===== src/rtl/mem_stream_reader.sv =====
// rtl/mem_stream_reader.sv - RAM-to-stream reader with 2-entry output FIFO; optional MEM_STREAM_READER_STRIDE_EN adds a stride input
module mem_stream_reader #(
  parameter int DATA_WIDTH = 32,
  parameter int ADDR_WIDTH = 8
) (
  input  logic                  clk,
  input  logic                  rst,
  input  logic                  start,
  input  logic [ADDR_WIDTH-1:0] base_addr,
  input  logic [ADDR_WIDTH:0]   len,
`ifdef MEM_STREAM_READER_STRIDE_EN
  input  logic [ADDR_WIDTH-1:0] stride,
`endif
  output logic                  busy,
  output logic                  done,
  output logic                  mem_re,
  output logic [ADDR_WIDTH-1:0] mem_raddr,
  input  logic [DATA_WIDTH-1:0] mem_rdata,
  input  logic                  mem_wr_busy,
  output logic [DATA_WIDTH-1:0] out_data,
  output logic                  out_valid,
  input  logic                  out_ready
);

  typedef enum logic [1:0] {
    S_IDLE  = 2'd0,
    S_RUN   = 2'd1,
    S_DRAIN = 2'd2
  } state_t;

  state_t                r_state;
  logic [ADDR_WIDTH-1:0] r_addr;
  logic [ADDR_WIDTH:0]   r_remaining;
  logic                  r_inflight;
  logic                  r_busy;
  logic                  r_done;

  logic [DATA_WIDTH-1:0] r_fifo [2];
  logic                  r_wr_ptr;
  logic                  r_rd_ptr;
  logic [1:0]            r_fifo_count;

  logic                  w_pop;
  logic                  w_push;
  logic [2:0]            w_occupancy;
  logic                  w_mem_re;
  logic [ADDR_WIDTH-1:0] w_step;

`ifdef MEM_STREAM_READER_STRIDE_EN
  logic [ADDR_WIDTH-1:0] r_stride;
  assign w_step = r_stride;
`else
  assign w_step = ADDR_WIDTH'(1);
`endif

  // A word leaves when the head is valid and downstream accepts it; the
  // word read last cycle always lands in the FIFO this cycle.
  assign w_pop  = (r_fifo_count != 2'd0) && out_ready;
  assign w_push = r_inflight;

  // Occupancy the FIFO will have once this cycle's push/pop settle; a new
  // read is only safe if its data will still find a free slot next cycle.
  assign w_occupancy = {1'b0, r_fifo_count} + {2'b00, r_inflight} - {2'b00, w_pop};

  // Read issue is combinational so a write-port collision holds the read
  // back in the very cycle it occurs; the address is simply retried.
  assign w_mem_re = !rst && (r_state == S_RUN) && (r_remaining != '0) &&
                    !mem_wr_busy && (w_occupancy < 3'd2);

  assign mem_re    = w_mem_re;
  assign mem_raddr = r_addr;
  assign busy      = r_busy;
  assign done      = r_done;
  assign out_valid = (r_fifo_count != 2'd0);
  assign out_data  = r_fifo[r_rd_ptr];

  // Command FSM: address/count bookkeeping, busy and done generation.
  always_ff @(posedge clk) begin
    if (rst) begin
      r_state     <= S_IDLE;
      r_addr      <= '0;
      r_remaining <= '0;
      r_inflight  <= 1'b0;
      r_busy      <= 1'b0;
      r_done      <= 1'b0;
`ifdef MEM_STREAM_READER_STRIDE_EN
      r_stride    <= '0;
`endif
    end else begin
      r_done     <= 1'b0;
      r_inflight <= w_mem_re;
      if (w_mem_re) begin
        r_addr      <= r_addr + w_step;
        r_remaining <= r_remaining - {{ADDR_WIDTH{1'b0}}, 1'b1};
      end
      case (r_state)
        S_IDLE: begin
          r_busy <= 1'b0;
          if (start) begin
            r_addr      <= base_addr;
            r_remaining <= len;
            r_busy      <= 1'b1;
`ifdef MEM_STREAM_READER_STRIDE_EN
            r_stride    <= stride;
`endif
            r_state     <= (len == '0) ? S_DRAIN : S_RUN;
          end
        end
        S_RUN: begin
          if (w_mem_re && (r_remaining == {{ADDR_WIDTH{1'b0}}, 1'b1})) begin
            r_state <= S_DRAIN;
          end
        end
        S_DRAIN: begin
          // busy stays high through the done cycle and drops in IDLE.
          if (!r_inflight && (r_fifo_count == 2'd0)) begin
            r_done  <= 1'b1;
            r_state <= S_IDLE;
          end
        end
        default: begin
          r_state <= S_IDLE;
        end
      endcase
    end
  end

  // Two-entry output FIFO fed by the one-cycle-late RAM data.
  always_ff @(posedge clk) begin
    if (rst) begin
      r_fifo[0]    <= '0;
      r_fifo[1]    <= '0;
      r_wr_ptr     <= 1'b0;
      r_rd_ptr     <= 1'b0;
      r_fifo_count <= 2'd0;
    end else begin
      if (w_push) begin
        r_fifo[r_wr_ptr] <= mem_rdata;
        r_wr_ptr         <= ~r_wr_ptr;
      end
      if (w_pop) begin
        r_rd_ptr <= ~r_rd_ptr;
      end
      case ({w_push, w_pop})
        2'b10:   r_fifo_count <= r_fifo_count + 2'd1;
        2'b01:   r_fifo_count <= r_fifo_count - 2'd1;
        default: r_fifo_count <= r_fifo_count;
      endcase
    end
  end

endmodule


===== config.mk =====
export PLATFORM = sky130hd
export DESIGN_NAME = mem_stream_reader
export DESIGN_NICKNAME = d
export VERILOG_FILES = /design/src/rtl/mem_stream_reader.sv
export SDC_FILE = /design/constraint.sdc
export NUM_CORES = 1
export LEC_CHECK = 0
export BUFFER_PORTS_ARGS = -buffer_cell sky130_fd_sc_hd__buf_4
export CORE_MARGIN = 2
export CORE_UTILIZATION = 49
export DETAILED_ROUTE_END_ITERATION = 16
export MAX_ROUTING_LAYER = met4
export PLACE_DENSITY = 0.77
export SLEW_MARGIN = 20
export SYNTH_ARGS = -nofsm -noshare
export SYNTH_HDL_FRONTEND = slang
export SYNTH_SLANG_ARGS = --single-unit
export TNS_END_PERCENT = 50

===== constraint.sdc =====
create_clock -name clk -period 4.1 [get_ports clk]
set_clock_uncertainty 0.2 [all_clocks]
set_input_delay 1.23 -clock clk [delete_from_list [all_inputs] [get_ports clk]]
set_output_delay 1.23 -clock clk [all_outputs]
set_load 0.02 [all_outputs]

==> summary.txt <==
Run status
  • Status: finished with violations
  • Failing checks: negative setup slack

Worst hold path
  • Hold Path Stages: 2
  • Tightest Hold Check Type: register to register
  • Hold_sp: busy
  • WHS Endpoint: busy

Timing
  • Hold Slack: 289 ps
  • Hold Vio Cnt, Final: 0
  • Fmax: 0.234 GHz
  • Unrepaired setup endpoints after global routing: true
  • Setup TNS: -180 ps
  • Fin crit share: 104%
  • Crit path time final: 4280 ps
  • Least-Margin Pin Slew: 618 ps
  • Final setup vio count: 1
  • Post-route setup slack: -180 ps
  • Slew Limit Headroom: 58.8%
  • Max Slew Vio Count: 0

Setup path
  • Slowest stage delay, CP: 530 ps
  • Crit path DAT: 2850 ps
  • Critical R2R Capture: mem_raddr[7]
  • Worst r2r path cells: 9
  • R2r setup slk: 960 ps
  • Reg-to-Reg Start: r_fifo_count[1]
  • CP max-delay cell: fa_1
  • Critical path class: input port to output pin
  • Worst path required time: 2670 ps
  • CP max FO: 4
  • Worst-path cell chain: buf_8, and3b_1, or2_4, nand2_2, fa_1, nor4b_4, nand3_2, nor2_4, buf_6
  • Critical Path Source Type: input port
  • Delay-heaviest family, CP: simple AND/OR/NAND/NOR gates
  • Crit path buf inv count: 2
  • CP endpoint kind: output pin

Route
  • Drt pass-1 iters: 4
  • Detailed Route WL: 8950 um
  • Per-cell routed wire length: 15.8 um
  • First-iteration detailed-routing DRC count: 88
  • Post-route ant nets: 0
  • Number of remaining DRC errors: 0
  • Vias/cell: 5.55
  • Vias: 3139

Synth
  • Cell count after synthesis: 355
  • EDFF count, synth: 64
  • Share of synthesized registers carrying an async set or reset: 0%
  • Net Count, Synth: 413
  • Top FF cell, synth: edfxtp_1
  • Sequential share of the synthesized area: 57.4%
  • Avg Synthesized Cell Area: 12.1 sq um
  • Synthesized area: 4290 sq um
  • #FFs+latches synth: 91
  • Synth top area share: 44.8%
  • Yosys cell types: 55
  • Area contributors post-synth: edfxtp_1 (45%), dfxtp_1 (13%), and2_1 (9.3%)
  • Synth area leader: edfxtp_1
  • Synth warn: 0

Clock tree
  • Root buffer selected by CTS: clkbuf_8
  • Worst-path clk slew: 90 ps
  • Hold-fix buffers, CTS: 0
  • Clk buf depth: 2
  • Clk_lat worst skew: 350 ps
  • CTS sink cnt: 91
  • CTS Buf Count: 9
  • Max H-tree Level: 3
  • CTS tree: yes

GRT
  • Antenna violations before repair: 0
  • Total Routing Usage GR: 19.7%
  • First-pass GRT wire length: 14500 um
  • Total grt overflow: 0
  • Pin count of the biggest net entering global routing: 33
  • Vias in the first global route: 3036

Final layout
  • Layout cells sized above 1: 38.0%
  • Nets: 511
  • Area growth, synth to finish: 25.5%
  • Final Util: 62.7%
  • Finished Layout Cells: 566
  • Ant. Diodes: 0

Floorplanning
  • Initial Util: 50.0%
  • FP Rows: 34
  • Core area: 8590 sq um
  • Die Ht: 97.6 um
  • # IOs: 98
  • Die ar.: 9530 sq um
  • Die extent in x: 97.6 um

Job
  • Max-Cap Viols: 0

Placed design
  • # port buffers: 97
  • Post-DP HPWL: 6200 um
  • Global placer's final weighted congestion: 0.804
  • Post-placement cell count: 549

Pwr
  • Pwr dens: 358 nW/um^2
  • Leakage power: 0.00214 uW
  • Maximum VDD drop: 0.183 mV
## kinds of logic after synthesis
family                     count (synthesis)  share of synthesized area [%]
muxes                                     33                           8.63
and+or+nand+nor                          154                           21.5
buffers and inverters                     28                           2.77
AOI/OAI and AO/OA                         41                           7.55
adders and majority gates                  4                           1.34
xor gates and xnor gates                   4                          0.816
DFF                                       91                           57.4
## stage by stage
stage	worst slack, ps	cell area [sq um]	total power [uW]
floorplan	-78.7	4300	1230
global placement	-161	5160	1350
global route	-287	5390	2010
finish	-180	5390	1930
CTS	-175	5360	1940
detailed placement	-228	5160	1360
## report_power, final
| part | internal [uW] | switching (uW) |
|---|---|---|
| clock | 283 | 307 |
| combinational | 130 | 150 |
| sequential | 1030 | 29.6 |
| total | 1440 | 487 |
## metal layers
metal / vias to the layer above / wire length, um / GRT usage, %
li1: 1495 / - / -
met1: 1533 / 3870 / 25.2
met2: 102 / 4480 / 31.5
met3: 9 / 477 / 4.46
met4: 0 / 114 / 5.88
met5: - / 0 / -
## placed cells by master, fill, tap and decap left out, drive strengths merged, types with 7 or more instances in the layout
cell type,netlist,routed
nand2,10,10
o21ai,7,7
dfxtp,27,27
or4,10,10
mux2,32,32
edfxtp,64,64
clkbuf,16,10
buf,7,110
a311oi,14,14
nor2,30,30
and2,64,64
## worst min-delay path: stages, from the launching register on
cell     delay [ps]
dfxtp_1         320
o21ai_0          70
a21oi_1          60
## state kept, by name (all words and copies together) (netlist names), named ones only
| name | count |
|---|---|
| r_wr_ptr | 1 |
| done | 1 |
| r_state | 2 |
| r_fifo | 64 |
| r_inflight | 1 |
| mem_raddr | 8 |
| r_rd_ptr | 1 |
| r_remaining | 9 |
| busy | 1 |
| r_fifo_count | 2 |
## synthesized netlist by cell type (all sizes together) (2+ instances only)
library cell	count
or4b	2
and2	64
o31ai	5
nor4b	4
a311oi	14
dfxtp	27
xnor2	3
a211oi	2
inv	5
edfxtp	64
nand3	4
clkbuf	16
or4	10
o21ai	7
nor3	3
a2111oi	2
buf	7
mux2	32
a21oi	4
nor2	30
nand2	10
and3	3
or3	4
nor4	6
or2	4
nor3b	5
ha	3
## cell type report
| class | instances | area, sq um |
|---|---|---|
| inverter | 5 | 18.8 |
| timing repair buffer | 110 | 837 |
| sequential | 91 | 2460 |
| multi-input combinational | 236 | 1740 |
| tap | 108 | 135 |
| clock buffer | 10 | 128 |
| clock inverter | 6 | 65.1 |
| fill | 697 | 3210 |
## how the worst max path moves through the flow
| stage | slack, ps | endpoint | startpoint | depth (start not counted) |
|---|---|---|---|---|
| after floorplan | -80 | mem_re | out_ready | 8 |
| after global placement | -160 | mem_re | out_ready | 9 |
| after detailed placement | -230 | mem_re | out_ready | 9 |
| after CTS | -170 | mem_re | out_ready | 9 |
| after global routing | -290 | mem_re | out_ready | 9 |
| final | -180 | mem_re | out_ready | 9 |
## timing repair
| item | 4_1_cts | 5_1_grt |
|---|---|---|
| endpoints found under the setup margin | 1 | 1 |
| pin swaps | 1 | 3 |
| resized for setup | 2 | 5 |
| buffers inserted | 0 | 1 |
No activity file was read; power rests on OpenSTA's default activity.
